`src/rtl/mant_div_iter.sv`:
```
// mant_div_iter: iterative restoring mantissa divider, one quotient bit per clock.
// Optional MANT_DIV_EARLY_TERM_EN stops as soon as the partial remainder reaches zero.
module mant_div_iter #(
    parameter int MW = 24,
    parameter int QW = 26
) (
    input  logic          clk,
    input  logic          rst_n,
    input  logic          start,
    input  logic [MW-1:0] mant_a,
    input  logic [MW-1:0] mant_b,
    output logic          busy,
    output logic          done,
    output logic [QW-1:0] quot,
    output logic          sticky,
    output logic          div_zero
);
    localparam int CW = $clog2(QW + 1);

    typedef enum logic [1:0] {IDLE, RUN, DONE} state_t;

    state_t        state_q, state_d;
    logic [MW:0]   rem_q, rem_d, diff, next_rem;
    logic [MW-1:0] div_q, div_d;
    logic [CW-1:0] cnt_q, cnt_d;
    logic [QW-1:0] quot_q, quot_d, q_shift;
    logic          sticky_q, sticky_d, dz_q, dz_d, ge, last;

    assign busy     = state_q != IDLE;
    assign done     = state_q == DONE;
    assign quot     = quot_q;
    assign sticky   = sticky_q;
    assign div_zero = dz_q;

    always_comb begin
        ge       = rem_q >= {1'b0, div_q};
        diff     = rem_q - {1'b0, div_q};
        // rem < 2*divisor keeps the shifted-out top bit zero
        next_rem = ge ? diff << 1 : rem_q << 1;
        q_shift  = {quot_q[QW-2:0], ge};
        last     = cnt_q == CW'(QW - 1);
        state_d  = state_q;
        rem_d    = rem_q;
        div_d    = div_q;
        cnt_d    = cnt_q;
        quot_d   = quot_q;
        sticky_d = sticky_q;
        dz_d     = dz_q;
        case (state_q)
            IDLE: if (start) begin
                state_d  = RUN;
                div_d    = mant_b;
                cnt_d    = '0;
                sticky_d = 1'b0;
                dz_d     = mant_b == '0;
                rem_d    = mant_b == '0 ? '0 : {1'b0, mant_a};
                quot_d   = mant_b == '0 ? '1 : '0;
            end
            // a divide-by-zero spends one idle RUN cycle so done lands one cycle after accept
            RUN: if (dz_q) begin
                state_d = DONE;
            end else begin
                rem_d  = next_rem;
                quot_d = q_shift;
                cnt_d  = cnt_q + CW'(1);
`ifdef MANT_DIV_EARLY_TERM_EN
                if (last || next_rem == '0) begin
                    state_d  = DONE;
                    sticky_d = |next_rem;
                    quot_d   = q_shift << (CW'(QW - 1) - cnt_q);
                end
`else
                if (last) begin
                    state_d  = DONE;
                    sticky_d = |next_rem;
                end
`endif
            end
            DONE:    state_d = IDLE;
            default: state_d = IDLE;
        endcase
    end

    always_ff @(posedge clk or negedge rst_n) begin
        if (!rst_n) begin
            state_q  <= IDLE;
            rem_q    <= '0;
            div_q    <= '0;
            cnt_q    <= '0;
            quot_q   <= '0;
            sticky_q <= 1'b0;
            dz_q     <= 1'b0;
        end else begin
            state_q  <= state_d;
            rem_q    <= rem_d;
            div_q    <= div_d;
            cnt_q    <= cnt_d;
            quot_q   <= quot_d;
            sticky_q <= sticky_d;
            dz_q     <= dz_d;
        end
    end
endmodule
```
`config.mk`:
```
export PLATFORM = sky130hd
export DESIGN_NAME = mant_div_iter
export DESIGN_NICKNAME = d
export VERILOG_FILES = /design/src/rtl/mant_div_iter.sv
export SDC_FILE = /design/constraint.sdc
export NUM_CORES = 1
export LEC_CHECK = 0
export CAP_MARGIN = 20
export CORE_MARGIN = 4
export CORE_UTILIZATION = 59
export CTS_CLUSTER_DIAMETER = 100
export CTS_CLUSTER_SIZE = 30
export DETAILED_ROUTE_END_ITERATION = 6
export GPL_ROUTABILITY_DRIVEN = 0
export PLACE_DENSITY = 0.86
export SYNTH_ARGS = -nofsm -noshare
export SYNTH_HDL_FRONTEND = slang
export SYNTH_SLANG_ARGS = --single-unit
```
`constraint.sdc`:
```
create_clock -name clk -period 4.4 [get_ports clk]
set_input_delay 1.32 -clock clk [delete_from_list [all_inputs] [get_ports clk]]
set_output_delay 1.32 -clock clk [all_outputs]
set_load 0.01 [all_outputs]
```
### Yosys cells after proc, flatten, opt, wreduce, memory -nomap -nowiden

Index checks and enable logic that the tools add are counted.

* word-level logic and storage cells: 46
* flip-flop bits (word level): 84
* input port bits: 51

* multiplexer cells: 20
* reduce and logical (&&, ||, !) cells: 9
* $lt $le $gt $ge: 1
* equality and inequality tests: 7
* add/sub/neg operators: 2

Operators by type and width (count)
* $mux 26: 3
* $mux 25: 3
* $pmux 26 s2: 1
* $pmux 25 s2: 1
* $ge 25x24->1: 1
* $reduce_or 25->1: 1
* $logic_not 24->1: 1
* $mux 24: 1
* $sub 24x24->24: 1
* $mux 5: 2
* $pmux 5 s2: 1
* $mux 2: 3
* $ne 2x2->1 const B: 3
* $add 5x1->5 const B: 1
* $eq 5x5->1 const B: 1
* $pmux 2 s2: 1
* $reduce_and 2->1: 2
* $reduce_and 4->1: 1
* $reduce_bool 2->1: 2
* $mux 1: 3
* $ne 3x3->1 const B: 1
* $reduce_and 3->1: 1
* $eq 2x1->1 const B: 1
* $eq 2x2->1 const B: 1
* other kinds (2): 2

### Depth between registers and ports, before layout

Gate-level depths: netlist of the first run.

* word-level depth: 6
* gate-level depth with buffers: 15

### Worst setup path before layout of the first run

OpenSTA, ideal clock, no wires.

* kind: input-to-reg
* start point: input port start
* end point: register sticky_q (netlist: sticky)
* setup slack: 1.336 ns
* cell stages on the path: 9
* arrival: 2.937 ns
* cell sequence: nor3b_2 a21oi_1 nor2_1 nand4b_1 or4_1 nor4_1 nand4_1 a21oi_1 a21oi_1

* longest elaborated chain between the ends: 2

Ends and longest elaborated chain
* from (decl): RTL line 9 `input logic start,`
* $ne 2x2->1 (no source line)
* $reduce_and 4->1 (no source line)
* to (signal assigned): RTL line 99 `sticky_q <= sticky_d;`
* to (decl): RTL line 27 `logic sticky_q, sticky_d, dz_q, dz_d, ge, last;`

No other way between the ends.
A chain may end at the register's enable or synchronous reset.

### Worst setup path after layout of the first run

* start point: register rem_q[0]
* end point: register sticky_q (netlist: sticky)

* longest elaborated chain between the ends: 6
* elaborated cells between the ends (all ways): 7

Ends and longest elaborated chain
* from (decl): RTL line 23 `logic [MW:0] rem_q, rem_d, diff, next_rem;`
* from (signal assigned): RTL line 95 `rem_q <= rem_d;`
* $sub 24x24->24 / $ge 25x24->1 (equally long branches): RTL line 37, 36
* $mux 25 (*): RTL line 39 `next_rem = ge ? diff << 1 : rem_q << 1;`
* $reduce_or 25->1 (*): RTL line 75 `sticky_d = |next_rem;`
* $mux 1 (*): RTL line 73 `if (last) begin`
* $mux 1 (*): RTL line 60 `RUN: if (dz_q) begin`
* $pmux 1 s2 (*): RTL line 49 `case (state_q)`

Every way passes the cells marked *; elsewhere a longest branch is shown, timed or not. The select of a mux whose other input is x is not followed.

==> flow_summary.yaml, run 1 <==
outcome:
  status: "finished, final reports clean"
hold_path:
  hold_end: "quot[25]"
  hp-start: "quot[25]"
  min_path_cells: 2
  hold_class: "flip-flop to flip-flop"
route:
  ant_nets: 0
  via_per_inst: 6.41
  wl_um: 15100
  drc_errors: 0
  num_vias: 5219
  firstDrtPassIters: 5
  drt_iter0_markers: 431
  routedWlPerCell_um: 18.5
clocking:
  hold_buffers: 0
  clock-sinks: 84
  cts_setup_buffers: 0
  clockBufferDepth: 2
  htreeDepth: 3
  clk_latency_ns: 0.37
  cts_tree: "built"
  cts.root.buffer_cell: "clkbuf_8"
  clk_pin_slew_ns: 0.09
  numCtsBuffers: 9
  cts_resized: 0
logic_synthesis:
  synth.largest_area_cell: "dfrtp_1"
  synth_edf_count: 0
  synth-seq-cells: 84
  async_flop_share_pct: 100
  synth_top_area_share_pct: 38.7
  synth_cell_types: 68
  yosysSeqAreaShare_pct: 38.7
  netlist_instances: 636
  synth.avg_cell_area_um2: 8.54
  syn_area_um2: 5430
  synth_ff_type: "dfrtp_1"
  ys_top_cells_by_area: "dfrtp_1 39%, o21ai_0 6.7%, ha_1 6.0%"
  ys_warn_count: 0
  synthesis.nets: 714
power_and_ir_drop:
  leakage_nw: 2.69
  pwr-share-clk_pct: 9.2
  p_sw_share_pct: 50.8
  finalPower_mw: 6.32
  switching_power_mw: 3.21
  pwr-share-comb_pct: 68.3
  seq_power_share_pct: 22.5
  p_int_mw: 3.11
  vdd_drop_max_mv: 0.416
  powerDensity_nw_per_um2: 976
timing:
  tns_ns: 0
  slew_headroom_pct: 38.4
  setup_ws_ns: 0.820
  max_freq_mhz: 279
  worst_pin_slew_ns: 0.916
  slew_violations: 0
  fin_crit_ns: 3.58
  finalSetupViolCount: 0
  finalHoldViolCount: 0
  fin_skew_ns: 0.00799
  rsz0062_at_grt: "false"
  finalCritPeriodShare_pct: 81.4
setup_path:
  startpoint_type: "flip-flop"
  required_ns: 4.65
  critical-path-top-cell-by-count: "nor3_1"
  r2r_cells: 13
  r2r_setup_slack_ns: 0.82
  r2r-end: "sticky"
  slowest_stage: "a221oi_2"
  max_stage_delay_ns: 0.49
  critPathCaptureType: "flip-flop"
  path_cells: "inv_1 > ha_1 > inv_1 > fa_1 > a21o_1 > a221oi_2 > nor3_1 > o21ai_1 > a21oi_1 > nor3_1 > mux2_2 > nor3_1 > a21oi_1"
  crit_arrival_ns: 3.83
  cp_max_fo: 5
  worstReg2RegStart: "rem_q[0]"
  path_class: "flip-flop to flip-flop"
cells_and_area:
  final_cell_mix: "84 x dfrtp_1, 83 x nand2_1, 79 x clkdlybuf4s50_1"
  fin_nets: 779
  fill_cells: 653
  stdcell_count: 814
  multiInputGateArea_um2: 3020
  regArea_um2: 2100
  area_delta_synth_final_pct: 19.2
  diodes: 0
  drive_gt1_share_pct: 5.95
  final_common_cell: "dfrtp_1"
floorplanning:
  io_pins: 81
  core_um2: 8850
  die_x_um: 104
  rows: 34
  initial_utilization_pct: 61.4
  die_h_um: 104
  die-area_um2: 10800
global_routing:
  grt_pass1_wl_um: 25400
  antenna_found_initial: 0
  track_usage_pct: 28.3
  grt_overflow_total: 0
  grt_pass1_vias: 5178
  grt_max_degree: 85
placement:
  io_buffers: 80
  placed_cells: 797
  pre_cts_ws_ns: 0.477
  dp_hpwl_um: 10800
flow_run:
  cap_violations: 0
registers in the layout, indices dropped and copies added (netlist names):
name      flops
rem_q        25
div_q        24
cnt_q         5
state_q       2
sticky        1
quot         26
div_zero      1
layout make-up:
type	count	area share, %
clock buffer	9	1.91
clock inverter	7	1.16
inverter	41	2.38
multi-input combinational	479	46.7
sequential	84	32.5
tap	108	2.09
timing repair buffer	86	13.3
stage by stage:
stage | area (µm²) | util (%) | hold WS [ns]
2_1_floorplan | 5430 | - | 0.450
3_3_place_gp | 6250 | 70.6 | 0.465
3_5_place_dp | 6250 | 70.6 | 0.471
4_1_cts | 6450 | 72.9 | 0.498
5_1_grt | 6480 | 73.2 | 0.531
6_report | 6480 | 73.2 | 0.497
cells by family (layout without fill, tap and decap cells):
kind of cell	Yosys count	count (layout)	synth area share, %
AOI/OAI and AO/OA	217	217	24.6
adders and majority gates	27	27	6.36
xor gates and xnor gates	13	13	2.10
muxes	14	14	2.69
buffers and inverters	73	143	6.01
and+or+nand+nor	208	208	19.5
DFF	84	84	38.7
worst max-delay path: cells and delay by family (launching register included):
kind	cells	cell delay, ns
multiplexers	1	0.39
adder cells (fa/ha/maj)	2	0.57
buffers and inverters	2	0.15
AO/OA/AOI/OAI	5	1.19
AND/OR/NAND/NOR	3	0.73
flip-flops	1	0.43
how the worst max path moves through the flow:
| stage | startpoint | end | slack, ns | cells after the start |
|---|---|---|---|---|
| floorplan | start | sticky | 1.34 | 9 |
| finish | rem_q[0] | sticky | 0.82 | 13 |
| detailed placement | mant_b[0] | rem_q[10] | 0.48 | 8 |
| global placement | mant_b[0] | rem_q[16] | 0.53 | 8 |
| global route | rem_q[0] | sticky | 0.68 | 13 |
| CTS | mant_b[0] | rem_q[16] | 0.87 | 8 |
synth_stat cells (14+ instances only):
cell type	n
nand3_1	18
nand2_1	83
o21ai_0	73
nor4_1	18
dfrtp_1	84
ha_1	26
a22oi_1	19
clkbuf_1	24
nor2_1	24
nor3_1	14
a21oi_1	59
inv_1	41
routing by layer:
metal	global-route usage (%)	up-vias	part of all wire [%]
li1	-	2459	-
met1	36.2	2425	40
met2	46.2	285	47
met3	8.32	50	11
met4	9.21	0	2.9
met5	0	-	0
power by group through the flow:
stage | Sequential (mW) | Clock [mW] | Combinational (mW)
finish | 1.42 | 0.580 | 4.32
global route | 1.46 | 0.625 | 4.75
CTS | 1.41 | 0.589 | 4.22
detailed placement | 1.42 | 0 | 4.18
global placement | 1.41 | 0 | 4.04
floorplan | 1.37 | 0 | 3.25
No activity file was read; power rests on OpenSTA's default activity.
==> run 2, diff against run 1 <==
- CORE_UTILIZATION: 59 -> 55
- PLACE_DENSITY: 0.86 -> 0.81
- clock period: 4.4 -> 3.43 ns (I/O delays scaled with it)
==> run 2 against run 1 <==
  * Largest cell class unchanged
  * Sequential share of layout area down 0.59 points
  * Count of clock-buffer cells in the layout up 3
  * Critical path type unchanged
  * Die area up 6.7%
  * Via count down 0.65%
==> flow_summary.yaml, run 2 (synthesis results as in run 1) <==
cells_and_area:
  multiInputGateArea_um2: 3030
  diodes: 0
  final_common_cell: "dfrtp_1"
  drive_gt1_share_pct: 7.00
  area_delta_synth_final_pct: 21.4
  fin_nets: 788
  largest_register_ffs: 26
  final_cell_mix: "84 x dfrtp_1, 83 x nand2_1, 79 x clkdlybuf4s50_1"
  fill_cells: 789
  regArea_um2: 2100
route:
  via_per_inst: 6.12
  drc_errors: 0
  routedWlPerCell_um: 17.7
  firstDrtPassIters: 5
  num_vias: 5185
  drt_iter0_markers: 428
  wl_um: 15000
  ant_nets: 0
timing:
  max_freq_mhz: 309
  finalSetupViolCount: 0
  finalHoldViolCount: 0
  slew_violations: 0
  holdWs_ns: 0.489
  worst_pin_slew_ns: 0.825
  fin_skew_ns: 0.00652
  fin_crit_ns: 3.24
  slew_headroom_pct: 44.9
  finalCritPeriodShare_pct: 94.4
global_routing:
  grt_overflow_total: 0
  grt_max_degree: 85
  track_usage_pct: 27.1
  antenna_found_initial: 0
  grt_pass1_wl_um: 25000
  grt_pass1_vias: 5190
flow_run:
  cap_violations: 0
clocking:
  clk_pin_slew_ns: 0.08
  cts.root.buffer_cell: "clkbuf_8"
  clk_latency_ns: 0.36
  numCtsBuffers: 9
  clock-sinks: 84
  cts_tree: "built"
  clockBufferDepth: 2
  hold_buffers: 0
  htreeDepth: 3
outcome:
  status: "finished, final reports clean"
setup_path:
  cp_max_fo: 3
  critPathCaptureType: "flip-flop"
  startpoint_type: "flip-flop"
  path_class: "flip-flop to flip-flop"
  required_ns: 3.67
  crit_arrival_ns: 3.48
placement:
  io_buffers: 80
  dp_hpwl_um: 10900
floorplanning:
  rows: 36
  die_x_um: 107
  core_um2: 9680
  initial_utilization_pct: 56.1
  die-area_um2: 11500
  io_pins: 81
  die_h_um: 107
hold_path:
  hold_class: "flip-flop to flip-flop"
-- run 2: routing by layer --
metal  GRT usage (%)  vias up  part of all wire [%]
met2            42.5      252                    45
li1                -     2471                     -
met1            36.2     2410                    42
met5               0        -                     0
met3            6.00       52                   8.7
met4            11.5        0                   3.7
-- run 2: timing repair --
item | in CTS | in global routing
setup endpoints to repair | 0 | 1
buffers inserted | 0 | 1
gates resized for setup | 0 | 1
endpoints found under the hold margin | 0 | 0
-- run 2: cell type report --
cell class / count / share of cell area [%]
clock buffers: 12 / 2.35
clock inverters: 3 / 0.702
inverters: 41 / 2.33
multi-input cells: 479 / 45.9
flip-flops and latches: 84 / 31.9
well taps: 133 / 2.52
repair buffers: 95 / 14.3
-- run 2: stage by stage --
stage                     worst slack (ns)  instance area [µm²]  cells  util (%)  setup TNS, ns
after floorplan                      0.631                 5430    636         -              0
after global placement               0.247                 6350    830      65.6              0
after detailed placement            0.0950                 6350    830      65.6              0
after CTS                            0.282                 6560    845      67.7              0
after global routing               -0.0104                 6600    847      68.1        -0.0104
final                                0.193                 6600    847      68.1              0
-- run 2: final timing paths --
path	slack, ns	startpoint	cells past startpoint	to
max	0.19	rem_q[0]	13	rem_q[21]
min	0.49	div_q[0]	2	div_q[0]
max reg2reg	0.19	rem_q[0]	13	rem_q[21]
min reg2reg	0.49	div_q[0]	2	div_q[0]
max in group asynchronous	2.26	rst_n	2	cnt_q[2]
min in group asynchronous	0.56	rst_n	1	div_q[8]
-- run 2: worst max-delay path, stage by stage (launching register included) --
cell and delay [ns]:
dfrtp_1 0.40, inv_1 0.09, ha_1 0.16, inv_1 0.05, fa_1 0.40, a21o_1 0.23, a221oi_2 0.38, or3_1 0.20
a21boi_0 0.17, o2111ai_1 0.27, nand3_1 0.12, mux2_4 0.30, a221oi_1 0.29, nor2_1 0.07
Power of run 2 is not shown: default switching activity piles up to over one toggle a cycle in this logic, so the estimate is an artifact.
==> run 3, diff against run 2 <==
--- a/config.mk
+++ b/config.mk
@@ -11,3 +11,2 @@
 export CTS_CLUSTER_DIAMETER = 100
-export CTS_CLUSTER_SIZE = 30
 export DETAILED_ROUTE_END_ITERATION = 6
--- a/constraint.sdc
+++ b/constraint.sdc
@@ -3,2 +3,2 @@
 set_output_delay 1.029 -clock clk [all_outputs]
-set_load 0.01 [all_outputs]
+set_load 0.05 [all_outputs]
==> results of run 3 <==
The final DEF is identical to that of run 2; final timing and power are the same.
Power of run 3 is left out for the same reason.
